--- config.mk ---
export PLATFORM = sky130hd
export DESIGN_NAME = djs130_tti_kbd
export DESIGN_NICKNAME = d
export VERILOG_FILES = /design/src/rtl/djs130_tti_kbd.sv
export SDC_FILE = /design/constraint.sdc
export NUM_CORES = 1
export LEC_CHECK = 0
export CAP_MARGIN = 10
export CORE_MARGIN = 5
export CORE_UTILIZATION = 50
export CTS_CLUSTER_SIZE = 20
export DETAILED_ROUTE_END_ITERATION = 10
export HOLD_SLACK_MARGIN = 0.05
export PLACE_DENSITY = 0.76
export REMOVE_ABC_BUFFERS = 1
export SLEW_MARGIN = 25
export SYNTH_ARGS = -nofsm -noshare
export SYNTH_HDL_FRONTEND = slang
export SYNTH_SLANG_ARGS = --single-unit
export TNS_END_PERCENT = 10
--- constraint.sdc ---
create_clock -name clk_204m -period 4.9 [get_ports clk_204m]
set_clock_uncertainty 0.15 [all_clocks]
set_input_delay 0.735 -clock clk_204m [delete_from_list [all_inputs] [get_ports clk_204m]]
set_output_delay 0.735 -clock clk_204m [all_outputs]
set_load 0.02 [all_outputs]
--- src/rtl/djs130_tti_kbd.sv ---
// djs130_tti_kbd -- DJS130 teletype-input (TTI, device 010 octal) controller.
//
// Receives PS/2 keyboard frames (scan code set 2) and translates make codes to
// 7-bit ASCII. Characters are buffered and handed to the CPU through the
// standard Busy/Done device handshake.
//
// Build option: define TTI_FIFO_EN for a FIFO_DEPTH-entry circular buffer.
// Without it, a single holding register is used.
//
// Ports:
//   clk_204m, rst_n   system clock, asynchronous active-low reset
//   ps2_clk, ps2_data asynchronous PS/2 receive lines
//   i_DIA             data-in-A select (level), drives o_dev_DR combinationally
//   i_KZS / i_KZC     start / clear pulses, one clk_204m cycle each
//   i_mask            interrupt mask for this device
//   o_dev_DR          {8'h00, 1'b0, ascii} while i_DIA=1, else 0
//   o_dev_ZDQQ        interrupt request = Done & ~i_mask
//   o_dev_ZT          {Done, Busy}
//   o_dev_DMs         device code, constant 6'o10
//   o_err             sticky parity / framing / overflow error
//
// Handshake: the decoder presents a character with a one-cycle push strobe;
// the buffer takes it only when not full, otherwise the character is lost
// and o_err is set. There is no back-pressure towards the keyboard.
module djs130_tti_kbd #(
    parameter int FILT_LEN   = 16,
    parameter int TIMEOUT    = 131072,
    parameter int FIFO_DEPTH = 8
) (
    input  logic        clk_204m,
    input  logic        rst_n,
    input  logic        ps2_clk,
    input  logic        ps2_data,
    input  logic        i_DIA,
    input  logic        i_KZS,
    input  logic        i_KZC,
    input  logic        i_mask,
    output logic [15:0] o_dev_DR,
    output logic        o_dev_ZDQQ,
    output logic [1:0]  o_dev_ZT,
    output logic [5:0]  o_dev_DMs,
    output logic        o_err
);

    localparam int FW = $clog2(FILT_LEN + 1);
    localparam int TW = $clog2(TIMEOUT + 1);
    localparam int CW = $clog2(FIFO_DEPTH + 1);

    // ------------------------------------------------------------------
    // Input conditioning: 2-FF synchronizer + stability filter.
    // Reset to the idle-high line level so no false edge follows reset.
    // ------------------------------------------------------------------
    logic [1:0]    clk_sync, dat_sync;
    logic [FW-1:0] clk_cnt, dat_cnt;
    logic          clk_filt, dat_filt, clk_filt_d;
    logic          fall;

    always_ff @(posedge clk_204m or negedge rst_n) begin
        if (!rst_n) begin
            clk_sync   <= 2'b11;
            dat_sync   <= 2'b11;
            clk_cnt    <= '0;
            dat_cnt    <= '0;
            clk_filt   <= 1'b1;
            dat_filt   <= 1'b1;
            clk_filt_d <= 1'b1;
        end else begin
            clk_sync   <= {clk_sync[0], ps2_clk};
            dat_sync   <= {dat_sync[0], ps2_data};
            clk_filt_d <= clk_filt;

            if (clk_sync[1] == clk_filt) begin
                clk_cnt <= '0;
            end else if (clk_cnt == FW'(FILT_LEN - 1)) begin
                clk_filt <= clk_sync[1];
                clk_cnt  <= '0;
            end else begin
                clk_cnt <= clk_cnt + FW'(1);
            end

            if (dat_sync[1] == dat_filt) begin
                dat_cnt <= '0;
            end else if (dat_cnt == FW'(FILT_LEN - 1)) begin
                dat_filt <= dat_sync[1];
                dat_cnt  <= '0;
            end else begin
                dat_cnt <= dat_cnt + FW'(1);
            end
        end
    end

    assign fall = clk_filt_d & ~clk_filt;

    // ------------------------------------------------------------------
    // Frame state machine
    // ------------------------------------------------------------------
    typedef enum logic [1:0] {
        F_IDLE   = 2'd0,
        F_DATA   = 2'd1,
        F_PARITY = 2'd2,
        F_STOP   = 2'd3
    } frame_state_t;

    frame_state_t  frame_state, frame_next;
    logic [2:0]    bit_cnt;
    logic [7:0]    shreg;
    logic          par_ok;
    logic [TW-1:0] tmo_cnt;
    logic          shift_bit, load_par, rx_done, rx_bad, tmo_hit;
    logic          rx_valid, frame_err;

    always_comb begin
        frame_next = frame_state;
        shift_bit  = 1'b0;
        load_par   = 1'b0;
        rx_done    = 1'b0;
        rx_bad     = 1'b0;
        tmo_hit    = (frame_state != F_IDLE) && !fall &&
                     (tmo_cnt == TW'(TIMEOUT - 1));
        if (tmo_hit) begin
            // Partial frame is dropped silently; o_err is not touched.
            frame_next = F_IDLE;
        end else if (fall) begin
            case (frame_state)
                F_IDLE: begin
                    if (!dat_filt) frame_next = F_DATA;
                end
                F_DATA: begin
                    shift_bit = 1'b1;
                    if (bit_cnt == 3'd7) frame_next = F_PARITY;
                end
                F_PARITY: begin
                    load_par   = 1'b1;
                    frame_next = F_STOP;
                end
                F_STOP: begin
                    frame_next = F_IDLE;
                    if (dat_filt && par_ok) rx_done = 1'b1;
                    else                    rx_bad  = 1'b1;
                end
                default: frame_next = F_IDLE;
            endcase
        end
    end

    always_ff @(posedge clk_204m or negedge rst_n) begin
        if (!rst_n) begin
            frame_state <= F_IDLE;
            bit_cnt     <= 3'd0;
            shreg       <= 8'h00;
            par_ok      <= 1'b0;
            tmo_cnt     <= '0;
            rx_valid    <= 1'b0;
            frame_err   <= 1'b0;
        end else begin
            frame_state <= frame_next;
            rx_valid    <= rx_done;
            frame_err   <= rx_bad;
            if (frame_state == F_IDLE || fall) tmo_cnt <= '0;
            else                               tmo_cnt <= tmo_cnt + TW'(1);
            if (fall && frame_state == F_IDLE) bit_cnt <= 3'd0;
            if (shift_bit) begin
                shreg   <= {dat_filt, shreg[7:1]};   // LSB arrives first
                bit_cnt <= bit_cnt + 3'd1;
            end
            // Odd parity: data bits plus parity bit hold an odd number of ones.
            if (load_par) par_ok <= ^{dat_filt, shreg};
        end
    end

    // ------------------------------------------------------------------
    // Scan decoder and translation
    // ------------------------------------------------------------------
    function automatic logic [7:0] xlate(input logic [7:0] code, input logic sh);
        logic [7:0] r;
        r = 8'h00;
        case (code)
            8'h1C: r = 8'hC1; 8'h32: r = 8'hC2; 8'h21: r = 8'hC3; 8'h23: r = 8'hC4;
            8'h24: r = 8'hC5; 8'h2B: r = 8'hC6; 8'h34: r = 8'hC7; 8'h33: r = 8'hC8;
            8'h43: r = 8'hC9; 8'h3B: r = 8'hCA; 8'h42: r = 8'hCB; 8'h4B: r = 8'hCC;
            8'h3A: r = 8'hCD; 8'h31: r = 8'hCE; 8'h44: r = 8'hCF; 8'h4D: r = 8'hD0;
            8'h15: r = 8'hD1; 8'h2D: r = 8'hD2; 8'h1B: r = 8'hD3; 8'h2C: r = 8'hD4;
            8'h3C: r = 8'hD5; 8'h2A: r = 8'hD6; 8'h1D: r = 8'hD7; 8'h22: r = 8'hD8;
            8'h35: r = 8'hD9; 8'h1A: r = 8'hDA;
            8'h45: r = {1'b1, sh ? 7'h29 : 7'h30};
            8'h16: r = {1'b1, sh ? 7'h21 : 7'h31};
            8'h1E: r = {1'b1, sh ? 7'h40 : 7'h32};
            8'h26: r = {1'b1, sh ? 7'h23 : 7'h33};
            8'h25: r = {1'b1, sh ? 7'h24 : 7'h34};
            8'h2E: r = {1'b1, sh ? 7'h25 : 7'h35};
            8'h36: r = {1'b1, sh ? 7'h5E : 7'h36};
            8'h3D: r = {1'b1, sh ? 7'h26 : 7'h37};
            8'h3E: r = {1'b1, sh ? 7'h2A : 7'h38};
            8'h46: r = {1'b1, sh ? 7'h28 : 7'h39};
            8'h29: r = 8'hA0;   // space
            8'h5A: r = 8'h8D;   // enter
            8'h66: r = 8'h88;   // backspace
            8'h76: r = 8'h9B;   // escape
            default: r = 8'h00;
        endcase
        return r;
    endfunction

    logic       break_pend, ext_pend, shift;
    logic       push;
    logic [6:0] push_char;
    logic [7:0] xl;
    logic       is_shift_code;

    assign xl            = xlate(shreg, shift);
    assign is_shift_code = (shreg == 8'h12) || (shreg == 8'h59);

    always_ff @(posedge clk_204m or negedge rst_n) begin
        if (!rst_n) begin
            break_pend <= 1'b0;
            ext_pend   <= 1'b0;
            shift      <= 1'b0;
            push       <= 1'b0;
            push_char  <= 7'h00;
        end else begin
            push <= 1'b0;
            if (rx_valid) begin
                if (shreg == 8'hF0) begin
                    break_pend <= 1'b1;
                end else if (shreg == 8'hE0) begin
                    ext_pend <= 1'b1;
                end else begin
                    // Any other byte completes the pending prefix sequence.
                    break_pend <= 1'b0;
                    ext_pend   <= 1'b0;
                    if (!ext_pend) begin
                        if (is_shift_code) begin
                            shift <= !break_pend;
                        end else if (!break_pend && xl[7]) begin
                            push      <= 1'b1;
                            push_char <= xl[6:0];
                        end
                    end
                end
            end
        end
    end

    // ------------------------------------------------------------------
    // Character buffer
    // ------------------------------------------------------------------
    logic          busy, done, err;
    logic [6:0]    data_reg;
    logic [6:0]    head;
    logic          full, empty, pop, push_ok;
    logic [CW-1:0] buf_count;

    assign empty   = (buf_count == '0);
    assign pop     = busy & ~empty & ~i_KZC & ~i_KZS;
    assign push_ok = push & ~full;

`ifdef TTI_FIFO_EN
    localparam int AW = $clog2(FIFO_DEPTH);

    logic [6:0]    mem [FIFO_DEPTH];
    logic [AW-1:0] wr_ptr, rd_ptr;

    always_ff @(posedge clk_204m) begin
        if (push_ok) mem[wr_ptr] <= push_char;
    end

    // Power-of-two depth: pointers wrap naturally.
    always_ff @(posedge clk_204m or negedge rst_n) begin
        if (!rst_n) begin
            wr_ptr    <= '0;
            rd_ptr    <= '0;
            buf_count <= '0;
        end else begin
            if (push_ok) wr_ptr <= wr_ptr + AW'(1);
            if (pop)     rd_ptr <= rd_ptr + AW'(1);
            case ({push_ok, pop})
                2'b10:   buf_count <= buf_count + CW'(1);
                2'b01:   buf_count <= buf_count - CW'(1);
                default: buf_count <= buf_count;
            endcase
        end
    end

    assign head = mem[rd_ptr];
    assign full = (buf_count == CW'(FIFO_DEPTH));
`else
    logic       hold_valid;
    logic [6:0] hold_data;

    // push_ok only happens with the register empty, so it never meets pop.
    always_ff @(posedge clk_204m or negedge rst_n) begin
        if (!rst_n) begin
            hold_valid <= 1'b0;
            hold_data  <= 7'h00;
        end else begin
            if (pop) hold_valid <= 1'b0;
            if (push_ok) begin
                hold_valid <= 1'b1;
                hold_data  <= push_char;
            end
        end
    end

    assign head      = hold_data;
    assign full      = hold_valid;
    assign buf_count = CW'(hold_valid);
`endif

    // ------------------------------------------------------------------
    // Device flags: KZC over KZS over delivery
    // ------------------------------------------------------------------
    always_ff @(posedge clk_204m or negedge rst_n) begin
        if (!rst_n) begin
            busy     <= 1'b0;
            done     <= 1'b0;
            err      <= 1'b0;
            data_reg <= 7'h00;
        end else if (i_KZC) begin
            busy <= 1'b0;
            done <= 1'b0;
            err  <= 1'b0;
        end else begin
            if (i_KZS) begin
                busy <= 1'b1;
                done <= 1'b0;
            end else if (pop) begin
                busy     <= 1'b0;
                done     <= 1'b1;
                data_reg <= head;
            end
            if (frame_err || (push && full)) err <= 1'b1;
        end
    end

    assign o_dev_DR   = i_DIA ? {9'h000, data_reg} : 16'h0000;
    assign o_dev_ZDQQ = done & ~i_mask;
    assign o_dev_ZT   = {done, busy};
    assign o_dev_DMs  = 6'o10;
    assign o_err      = err;

endmodule

==> flow_metrics.tcl <==
set metrics [dict create \
    status "finished clean" \
    crit_slowest_cell "ha_1" \
    cts-root-buf "clkbuf_8" \
    first_pass_iters 5 \
    p_leak_uw 0.00211 \
    drc 0 \
    hpwl_um 6070 \
    power.net_switching_uw 316 \
    top_usage_layer "met2" \
    arrival_ps 3170 \
    synth-edff-count 0 \
    internal_power_uw 930 \
    pwr-share-comb_pct 3.9 \
    reg.largest.list "tmo_cnt x18, shreg x8" \
    fillers 793 \
    reg2reg_to "push_char[2]" \
    num_rows 35 \
    numPortBuffers 18 \
    ios 34 \
    via_count 3302 \
    holdBufCountCts 0 \
    ys_seq_area_share_pct 43.9 \
    area_growth_pct 6.82 \
    end_kind "flop" \
    register_area_um2 2010 \
    hold_violations 0 \
    power.density_nw_per_um2 254 \
    ir_drop_mv 0.122 \
    cp-startpoint "shreg[6]" \
    synth_top_area_share_pct 39.8 \
    die_w_um 106 \
    hold_depth 0 \
    layout-drive-gt1-share_pct 12.6 \
    synth_area_leader_cell "dfrtp_1" \
    cp-start-kind "flop" \
    dp.cells 573 \
    antenna_found_initial 0 \
    switching_share_pct 25.4 \
    clock_path_buffers 2 \
    clk_pin_slew_ps 90 \
    grt_setup_unrepaired "no" \
    hold_path.class "reg2reg" \
    crit_chain "inv_1, ha_1, nand2_1, o21ai_1, nor4_2, and4bb_1, a21bo_4, inv_6, mux2_4" \
    met1_usage_pct 22.0 \
    critical_path.max_fanout 29 \
    fmax_ghz 0.324 \
    wl_um 8780 \
    worstHoldStart "dat_sync[0]" \
    grt_pass1_vias 3096 \
    track_usage_pct 16.1 \
    cts-resized-gates 0 \
    slew_violations 0 \
    avgSynthCellArea_um2 9.73 \
    cts_buffers 9 \
    ant_nets 0 \
    regMostFlops "tmo_cnt" \
    r2r_slack_ps 1820 \
    grt_max_degree 81 \
    async_flop_share_pct 100 \
    post-route-period-util_pct 62.9 \
    min_to "dat_sync[1]" \
    finalCriticalPeriod_ps 3080 \
    nets 506 \
    max_stage_delay_ps 790 \
    required_ps 4980 \
    grt_pass1_wl_um 14900 \
    critPathTopFamily "adder cells" \
    synth-seq-cells 80 \
    cts_max_level 3 \
    crit_type "reg2reg" \
    use_met3_pct 3.55 \
    r2r_start "shreg[6]" \
    die_h_um 106 \
    gp_congestion 0.908 \
    pwr-share-clk_pct 41.7 \
    coreArea_um2 9110 \
    drv_cap 0 \
    synth_common_cells "dfrtp_1, nand2_1, nor2_1, o21ai_0, ha_1" \
    post_cts_buffers 0 \
    syn-instance-count 471 \
    insertion_delay_ps 360 \
    multiInputGateArea_um2 2270 \
    synth_area_um2 4580 \
    seq_power_share_pct 54.4 \
    synth_area_leaders "dfrtp_1, ha_1, nand2_1" \
    antennaDiodeCount 0 \
    worst-path-buf-inv 2 \
    slew_headroom_pct 35.5 \
    drt_iter0_markers 313 \
    met2_usage_pct 25.6 \
    die-area_um2 11200 \
    cp.depth 9 \
    synthMostInstantiatedCell "dfrtp_1" \
    setup_tns_ps 0 \
    grt-ovfl-total 0 \
    initial_core_util_pct 50.3 \
    clock-sinks 80 \
    largest_reg_flops 18 \
    yosysUniqueCellTypes 62 \
    via_per_inst 5.61 \
    ys_warn_count 0 \
    synth_flop_cell "dfrtp_1" \
    instances_no_fill 589 \
    setup_viol 0 \
    worst_pin_slew_ps 968 \
    worst_r2r_path_depth 9 \
    cts_tree "built" \
    post_drt_wl_per_cell_um 14.9 \
]
-- power groups by stage --
stage / Combinational, uW / Clock [uW] / Sequential (uW)
floorplan: 24.0 / 0 / 690
global placement: 48.6 / 0 / 690
detailed placement: 49.5 / 0 / 691
CTS: 49.8 / 527 / 678
global route: 56.2 / 563 / 679
finish: 49.0 / 519 / 678
-- kinds of logic after synthesis --
| kind of cell | count (synthesis) | share of synthesized area [%] |
|---|---|---|
| AO/OA/AOI/OAI | 85 | 12.3 |
| XOR/XNOR | 22 | 4.20 |
| adder cells (fa/ha/maj) | 25 | 6.82 |
| buffers and inverters | 61 | 7.67 |
| flip-flops | 80 | 43.9 |
| multiplexers | 22 | 5.90 |
| other | 2 | 0.164 |
| AND/OR/NAND/NOR | 174 | 19.1 |
-- cell usage in the layout (no fill, tap or decap), types with 11 or more instances in the layout --
master           count
dfrtp_1             73
nand2_1             59
nor2_1              37
o21ai_0             30
ha_1                25
inv_1               20
a21oi_1             18
nand4_1             17
clkdlybuf4s50_1     17
nand3_1             16
mux2_2              16
conb_1              15
xor2_1              13
and2_1              11
-- through the flow --
stage	hold WS (ps)	util [%]	power (uW)	worst slack, ps	area, um^2
4_1_cts	211	53.7	1250	1850	4890
3_3_place_gp	197	51.4	739	1930	4680
6_report	211	53.8	1250	1820	4900
2_1_floorplan	195	-	714	2230	4370
3_5_place_dp	198	51.4	740	1870	4680
5_1_grt	212	53.8	1300	1650	4900
-- per-layer routing --
layer  share of wire, %  vias to the layer above
met5                  0                        -
met4                1.4                        0
met3                5.3                       14
met2                 47                      105
met1                 46                     1566
li1                   -                     1617
-- worst max-delay path by stage --
stage                              end
after floorplan           push_char[0]
after global placement    push_char[3]
after detailed placement  push_char[2]
after CTS                 push_char[2]
after global routing      push_char[2]
final                     push_char[2]
-- layout make-up --
cell class / instances / area share, %
timing repair buffer: 18 / 3.70
clock buffer: 9 / 2.53
multi-input combinational: 343 / 46.4
clock inverter: 7 / 1.79
tap: 111 / 2.84
inverter: 21 / 1.71
sequential: 80 / 41.1
Note: power is estimated with default switching activity, not from simulation.
